## src/rtl/apb_pkg.sv

```systemverilog
// Shared APB definitions: bus widths, default peripheral address map and the
// bridge state encoding used by the MCU top level and its peripherals.
package apb_pkg;

    localparam int APB_DW = 32;
    localparam int APB_AW = 32;

    localparam logic [APB_AW-1:0] APB_BASE_ADDR   = 32'h1000_0000;
    localparam int                APB_REGION_BITS = 12;

    typedef enum logic [1:0] {
        IDLE,
        SETUP,
        ACCESS,
        ERROR
    } apb_state_e;

endpackage

```

## src/rtl/apb_addr_decoder.sv

```systemverilog
// Maps a CPU byte address onto a slave index and reports whether it hits any
// slave window at all.
module apb_addr_decoder
    import apb_pkg::*;
#(
    parameter int                NUM_SLAVES  = 5,
    parameter logic [APB_AW-1:0] BASE_ADDR   = APB_BASE_ADDR,
    parameter int                REGION_BITS = APB_REGION_BITS,
    parameter int                IDX_W       = (NUM_SLAVES > 1) ? $clog2(NUM_SLAVES) : 1
) (
    input  logic [APB_AW-1:0] addr_i,
    output logic [IDX_W-1:0]  idx_o,
    output logic              mapped_o
);

    logic [APB_AW-1:0] offset;
    logic [APB_AW-1:0] region;

    // Addresses below the base wrap around in the subtraction, so the lower
    // bound has to come from the direct compare rather than the region number.
    always_comb begin
        offset   = addr_i - BASE_ADDR;
        region   = offset >> REGION_BITS;
        mapped_o = (addr_i >= BASE_ADDR) && (region < APB_AW'(NUM_SLAVES));
        idx_o    = region[IDX_W-1:0];
    end

endmodule

```

## src/rtl/apb_master_n.sv

```systemverilog
// APB3 bridge from the core's transfer/ready bus to NUM_SLAVES peripherals,
// with slave-error, unmapped-address and PREADY-timeout error responses.
module apb_master_n
    import apb_pkg::*;
#(
    parameter int                NUM_SLAVES     = 5,
    parameter logic [APB_AW-1:0] BASE_ADDR      = APB_BASE_ADDR,
    parameter int                REGION_BITS    = APB_REGION_BITS,
    parameter int                TIMEOUT_CYCLES = 255
) (
    input  logic                         PCLK,
    input  logic                         PRESET,
    input  logic                         transfer,
    input  logic                         write,
    input  logic [APB_AW-1:0]            addr,
    input  logic [APB_DW-1:0]            wdata,
    output logic [APB_DW-1:0]            rdata,
    output logic                         ready,
    output logic                         err,
    output logic [APB_AW-1:0]            PADDR,
    output logic                         PWRITE,
    output logic [APB_DW-1:0]            PWDATA,
    output logic                         PENABLE,
    output logic [NUM_SLAVES-1:0]        PSEL,
    input  logic [APB_DW*NUM_SLAVES-1:0] PRDATA,
    input  logic [NUM_SLAVES-1:0]        PREADY,
    input  logic [NUM_SLAVES-1:0]        PSLVERR
);

    localparam int IDX_W = (NUM_SLAVES > 1) ? $clog2(NUM_SLAVES) : 1;
    localparam int CNT_W = (TIMEOUT_CYCLES > 0) ? $clog2(TIMEOUT_CYCLES + 1) : 1;
    localparam logic [CNT_W-1:0] CNT_LAST =
        (TIMEOUT_CYCLES > 0) ? CNT_W'(TIMEOUT_CYCLES - 1) : '0;

    apb_state_e          state_q, state_d;
    logic [APB_AW-1:0]   paddr_q, paddr_d;
    logic [APB_DW-1:0]   pwdata_q, pwdata_d;
    logic                pwrite_q, pwrite_d;
    logic [IDX_W-1:0]    idx_q, idx_d;
    logic [CNT_W-1:0]    cnt_q, cnt_d;

    logic [IDX_W-1:0]      dec_idx;
    logic                  dec_mapped;
    logic [NUM_SLAVES-1:0] sel_onehot;
    logic                  pready_sel;
    logic                  pslverr_sel;
    logic [APB_DW-1:0]     prdata_sel;

    apb_addr_decoder #(
        .NUM_SLAVES  (NUM_SLAVES),
        .BASE_ADDR   (BASE_ADDR),
        .REGION_BITS (REGION_BITS),
        .IDX_W       (IDX_W)
    ) u_decoder (
        .addr_i   (addr),
        .idx_o    (dec_idx),
        .mapped_o (dec_mapped)
    );

    assign PADDR  = paddr_q;
    assign PWDATA = pwdata_q;
    assign PWRITE = pwrite_q;

    // Only the latched slave's handshake and data are ever looked at.
    always_comb begin
        sel_onehot  = '0;
        pready_sel  = 1'b0;
        pslverr_sel = 1'b0;
        prdata_sel  = '0;
        for (int i = 0; i < NUM_SLAVES; i++) begin
            if (idx_q == IDX_W'(i)) begin
                sel_onehot[i] = 1'b1;
                pready_sel    = PREADY[i];
                pslverr_sel   = PSLVERR[i];
                prdata_sel    = PRDATA[APB_DW*i +: APB_DW];
            end
        end
    end

    always_comb begin
        state_d  = state_q;
        paddr_d  = paddr_q;
        pwdata_d = pwdata_q;
        pwrite_d = pwrite_q;
        idx_d    = idx_q;
        cnt_d    = cnt_q;
        PSEL     = '0;
        PENABLE  = 1'b0;
        ready    = 1'b0;
        err      = 1'b0;
        rdata    = '0;

        case (state_q)
            IDLE: begin
                if (transfer) begin
                    paddr_d  = addr;
                    pwdata_d = wdata;
                    pwrite_d = write;
                    idx_d    = dec_idx;
                    state_d  = dec_mapped ? SETUP : ERROR;
                end
            end
            SETUP: begin
                PSEL    = sel_onehot;
                cnt_d   = '0;
                state_d = ACCESS;
            end
            ACCESS: begin
                PSEL    = sel_onehot;
                PENABLE = 1'b1;
                if (pready_sel) begin
                    ready = 1'b1;
                    err   = pslverr_sel;
                    rdata = prdata_sel;
                    // A request held through the completing cycle chains
                    // straight into the next SETUP with no IDLE bubble.
                    if (transfer) begin
                        paddr_d  = addr;
                        pwdata_d = wdata;
                        pwrite_d = write;
                        idx_d    = dec_idx;
                        state_d  = dec_mapped ? SETUP : ERROR;
                    end else begin
                        state_d = IDLE;
                    end
                end else if ((TIMEOUT_CYCLES > 0) && (cnt_q == CNT_LAST)) begin
                    state_d = ERROR;
                end else begin
                    cnt_d = cnt_q + 1'b1;
                end
            end
            ERROR: begin
                ready   = 1'b1;
                err     = 1'b1;
                state_d = IDLE;
            end
            default: state_d = IDLE;
        endcase
    end

    always_ff @(posedge PCLK or posedge PRESET) begin
        if (PRESET) begin
            state_q  <= IDLE;
            paddr_q  <= '0;
            pwdata_q <= '0;
            pwrite_q <= 1'b0;
            idx_q    <= '0;
            cnt_q    <= '0;
        end else begin
            state_q  <= state_d;
            paddr_q  <= paddr_d;
            pwdata_q <= pwdata_d;
            pwrite_q <= pwrite_d;
            idx_q    <= idx_d;
            cnt_q    <= cnt_d;
        end
    end

endmodule

```

## config.mk

```make
export PLATFORM = sky130hd
export DESIGN_NAME = apb_master_n
export DESIGN_NICKNAME = d
export VERILOG_FILES = /design/src/rtl/apb_pkg.sv /design/src/rtl/apb_addr_decoder.sv /design/src/rtl/apb_master_n.sv
export SDC_FILE = /design/constraint.sdc
export NUM_CORES = 1
export LEC_CHECK = 0
export CORE_AREA = 2 2 134 136
export DETAILED_ROUTE_END_ITERATION = 8
export DIE_AREA = 0 0 136 138
export PLACE_DENSITY_LB_ADDON = 0.15
export SYNTH_ARGS = -nofsm -noshare
export SYNTH_HDL_FRONTEND = slang
export SYNTH_SLANG_ARGS = --single-unit
```

## constraint.sdc

```tcl
create_clock -name PCLK -period 3.05 [get_ports PCLK]
set_input_delay 0.305 -clock PCLK [delete_from_list [all_inputs] [get_ports PCLK]]
set_output_delay 0.305 -clock PCLK [all_outputs]
set_load 0.005 [all_outputs]
```

==> impl_metrics.env <==
export IMPL_number_of_global_route_vias_before_repair=5151
export IMPL_global_route_wire_length_before_repair_um=29200
export IMPL_rrSetupSlack_ns=0.84
export IMPL_syn_num_nets=666
export IMPL_worst_ep_arrival_time_ns=2.56
export IMPL_power_net_switching_uw=2710
export IMPL_asyncSetResetFlopFracSynth_pct=100
export IMPL_floorplan_io_pins=343
export IMPL_setup_worst_path_start_class="register"
export IMPL_rsz0062_at_grt="false"
export IMPL_sequential_fraction_of_the_synthesis_area_pct=38.7
export IMPL_ant_nets=0
export IMPL_worst_setup_path_type="register to output pin"
export IMPL_slew_limit_headroom_pct=65.7
export IMPL_cpPeakStageDelay_ns=0.49
export IMPL_power_density_nw_per_um2=880
export IMPL_min_period_over_period_pct=93.9
export IMPL_ys_seq_elements=75
export IMPL_routedWlPerCell_um=19.9
export IMPL_post_synth_main_area_contributors="dfrtp_1, mux2_4, mux2i_1"
export IMPL_initial_core_util_pct=27.6
export IMPL_combinationalPowerShare_pct=62.9
export IMPL_vias=4845
export IMPL_hold_viol=0
export IMPL_io_buffers=342
export IMPL_drt_pre_antenna_iters=4
export IMPL_path_cells="mux2_2 > o2bb2ai_2 > a21oi_1 > nor2b_2 > buf_12 > or2_2 > clkdlybuf4s50_1"
export IMPL_worst_slew_pin_slew_ns=0.514
export IMPL_netlist_top_cell_by_area="dfrtp_1"
export IMPL_overflow=0
export IMPL_nNetsFinal=998
export IMPL_cts_sink_count=75
export IMPL_vias_per_cell=4.90
export IMPL_cell_area_after_layout_um2=8860
export IMPL_clock_tree_buffer_depth=2
export IMPL_layout_drive_gt1_share_pct=14.8
export IMPL_maxSlewViolCount=0
export IMPL_crit_required_ns=2.74
export IMPL_intPower_uw=5080
export IMPL_syn_area_per_cell_um2=11.5
export IMPL_worst_setup_hold_path_clk_slew_ns=0.06
export IMPL_antenna_found_initial=2
export IMPL_end_kind="output pin"
export IMPL_numCtsBuffers=9
export IMPL_detailedPlacementHpwl_um=15400
export IMPL_detailed_place_area_um2=8530
export IMPL_synth_edff_count=0
export IMPL_netlist_instances=421
export IMPL_r2r_end="PADDR[17]$_DFFE_PP0P_"
export IMPL_die_x_um=136
export IMPL_yosys_most_used_dff="dfrtp_1"
export IMPL_seqPwrFrac_pct=23.7
export IMPL_tritoncts="done"
export IMPL_cap_violations=0
export IMPL_layout_min_cycle_time_ns=2.86
export IMPL_clock_root_buffer="clkbuf_16"
export IMPL_count_of_cells_along_the_worst_register_to_register_path=6
export IMPL_route_final_wire_length_um=19600
export IMPL_groute_usage_overall_pct=20.1
export IMPL_status="complete, no violations"
export IMPL_place_gp_congestion=0.840
export IMPL_clock_latency_ns=0.34
export IMPL_clock_skew_final_ns=0.00884
export IMPL_fmax_ghz=0.349
export IMPL_yosysUniqueCellTypes=43
export IMPL_path_max_fanout=34
export IMPL_regToRegStartpoint="state_q[0]$_DFFE_PP0P_"
export IMPL_grt_max_degree=66
export IMPL_core_area_um2=17500
export IMPL_share_of_the_synthesized_area_in_the_top_cell_type_pct=38.7
export IMPL_finalSetupViolCount=0
export IMPL_first_iter_violations=194
export IMPL_critPathSlowestCell="dfrtp_2"
export IMPL_power_ir_vdd_worst_mv=0.556
export IMPL_fp_row_count=49
export IMPL_die_h_um=138
export IMPL_synthesis_yosys_warnings=0
export IMPL_mappedNetlistArea_um2=4850
export IMPL_htreeDepth=3
export IMPL_power_leakage_uw=0.00398
export IMPL_syn_to_final_growth_pct=82.8
export IMPL_hp_class="input port to asynchronous set/reset pin"
export IMPL_pwr_share_clk_pct=13.4
export IMPL_post_route_setup_tns_ns=0
export IMPL_swShare_pct=34.8
export IMPL_drt_drc_violations_left=0
export IMPL_die_area_um2=18800
==> flip-flops by register name, summed over array words and instances, names as in the netlist <==
signal,count
PWDATA,32
cnt_q,8
PADDR,30
idx_q,2
PWRITE,1
state_q,2
==> per-layer routing <==
layer | GRT usage [%] | vias up | wire [µm]
met5 | 0 | - | 13
li1 | - | 2253 | -
met2 | 35.4 | 253 | 9830
met3 | 6.64 | 40 | 1900
met1 | 22.1 | 2297 | 7210
met4 | 7.95 | 2 | 690
==> cell usage after synthesis (3+ instances only) <==
master	n
mux2i_1	41
clkbuf_1	24
dfrtp_1	75
nor3_1	3
nor2_1	5
mux2_2	17
nand2b_1	3
buf_6	7
nand2_1	40
nand4_1	6
ha_1	7
inv_1	6
o211a_1	31
o21ai_0	34
mux2_4	50
a221o_1	31
and3_1	4
buf_2	6
nor2b_1	5
==> worst max-delay path: cells and delay by family, from the launching register on <==
| family | cells | cell delay (ns) |
|---|---|---|
| AOI/OAI and AO/OA | 2 | 0.38 |
| buffers and inverters | 2 | 0.61 |
| DFF | 1 | 0.49 |
| and+or+nand+nor | 2 | 0.36 |
| muxes | 1 | 0.37 |
==> power groups by stage <==
stage               sequential, µW  combinational [µW]  clock (µW)
floorplan                     1820                2680           0
global placement              1840                4840           0
detailed placement            1860                4890           0
CTS                           1860                4910        1080
global route                  1920                5240        1120
finish                        1850                4900        1040
==> placed cells by master (no fill, tap or decap), types with 13 or more instances in the layout <==
cell / netlist / final
dfrtp_1: 75 / 73
o211a_1: 31 / 31
mux2_2: 17 / 17
nand2_1: 40 / 40
o21ai_0: 34 / 34
a221o_1: 31 / 31
clkdlybuf4s50_1: 0 / 342
buf_4: 0 / 13
mux2_4: 50 / 50
mux2i_1: 41 / 41
==> what timing repair did <==
action	4_1_cts	5_1_grt
setup buffers	0	3
gates resized for setup	0	2
setup endpoints to repair	0	20
hold buffers	0	0
==> how the worst max path moves through the flow <==
| stage | startpoint | end | cells past startpoint |
|---|---|---|---|
| finish | idx_q[0]$_DFFE_PP0P_ | ready | 7 |
| global route | idx_q[0]$_DFFE_PP0P_ | ready | 7 |
| CTS | idx_q[0]$_DFFE_PP0P_ | ready | 7 |
| detailed placement | PREADY[3] | rdata[0] | 8 |
| global placement | PREADY[3] | rdata[0] | 8 |
| floorplan | PRESET | PADDR[0]$_DFFE_PP0P_ | 1 |
==> cell type report <==
| type | count | area, µm² |
|---|---|---|
| Tap cell | 229 | 287 |
| Clock inverter | 5 | 52.6 |
| Fill cell | 1599 | 8680 |
| Inverter | 7 | 26.3 |
| Clock buffer | 11 | 243 |
| Sequential cell | 75 | 1880 |
| Antenna cell | 1 | 2.50 |
| Multi-Input combinational cell | 301 | 2770 |
| Timing Repair Buffer | 359 | 3600 |
==> cell families after synthesis <==
| kind of cell | share of synthesized area (%) |
|---|---|
| AOI/OAI and AO/OA | 18.7 |
| adders and majority gates | 1.81 |
| buffers and inverters | 4.73 |
| DFF | 38.7 |
| muxes | 28.4 |
| and+or+nand+nor | 7.64 |
==> per-stage QoR <==
step	power, µW	utilization [%]	setup slack, ns	hold WS, ns	cells
floorplan	4500	-	0.835	0.437	421
global placement	6680	48.7	0.399	0.455	968
detailed placement	6750	48.7	0.364	0.464	968
CTS	7850	50.3	0.0955	0.328	984
global route	8280	50.5	0.0555	0.351	988
finish	7790	50.5	0.187	0.318	988
No activity file was read; power rests on OpenSTA's default activity.
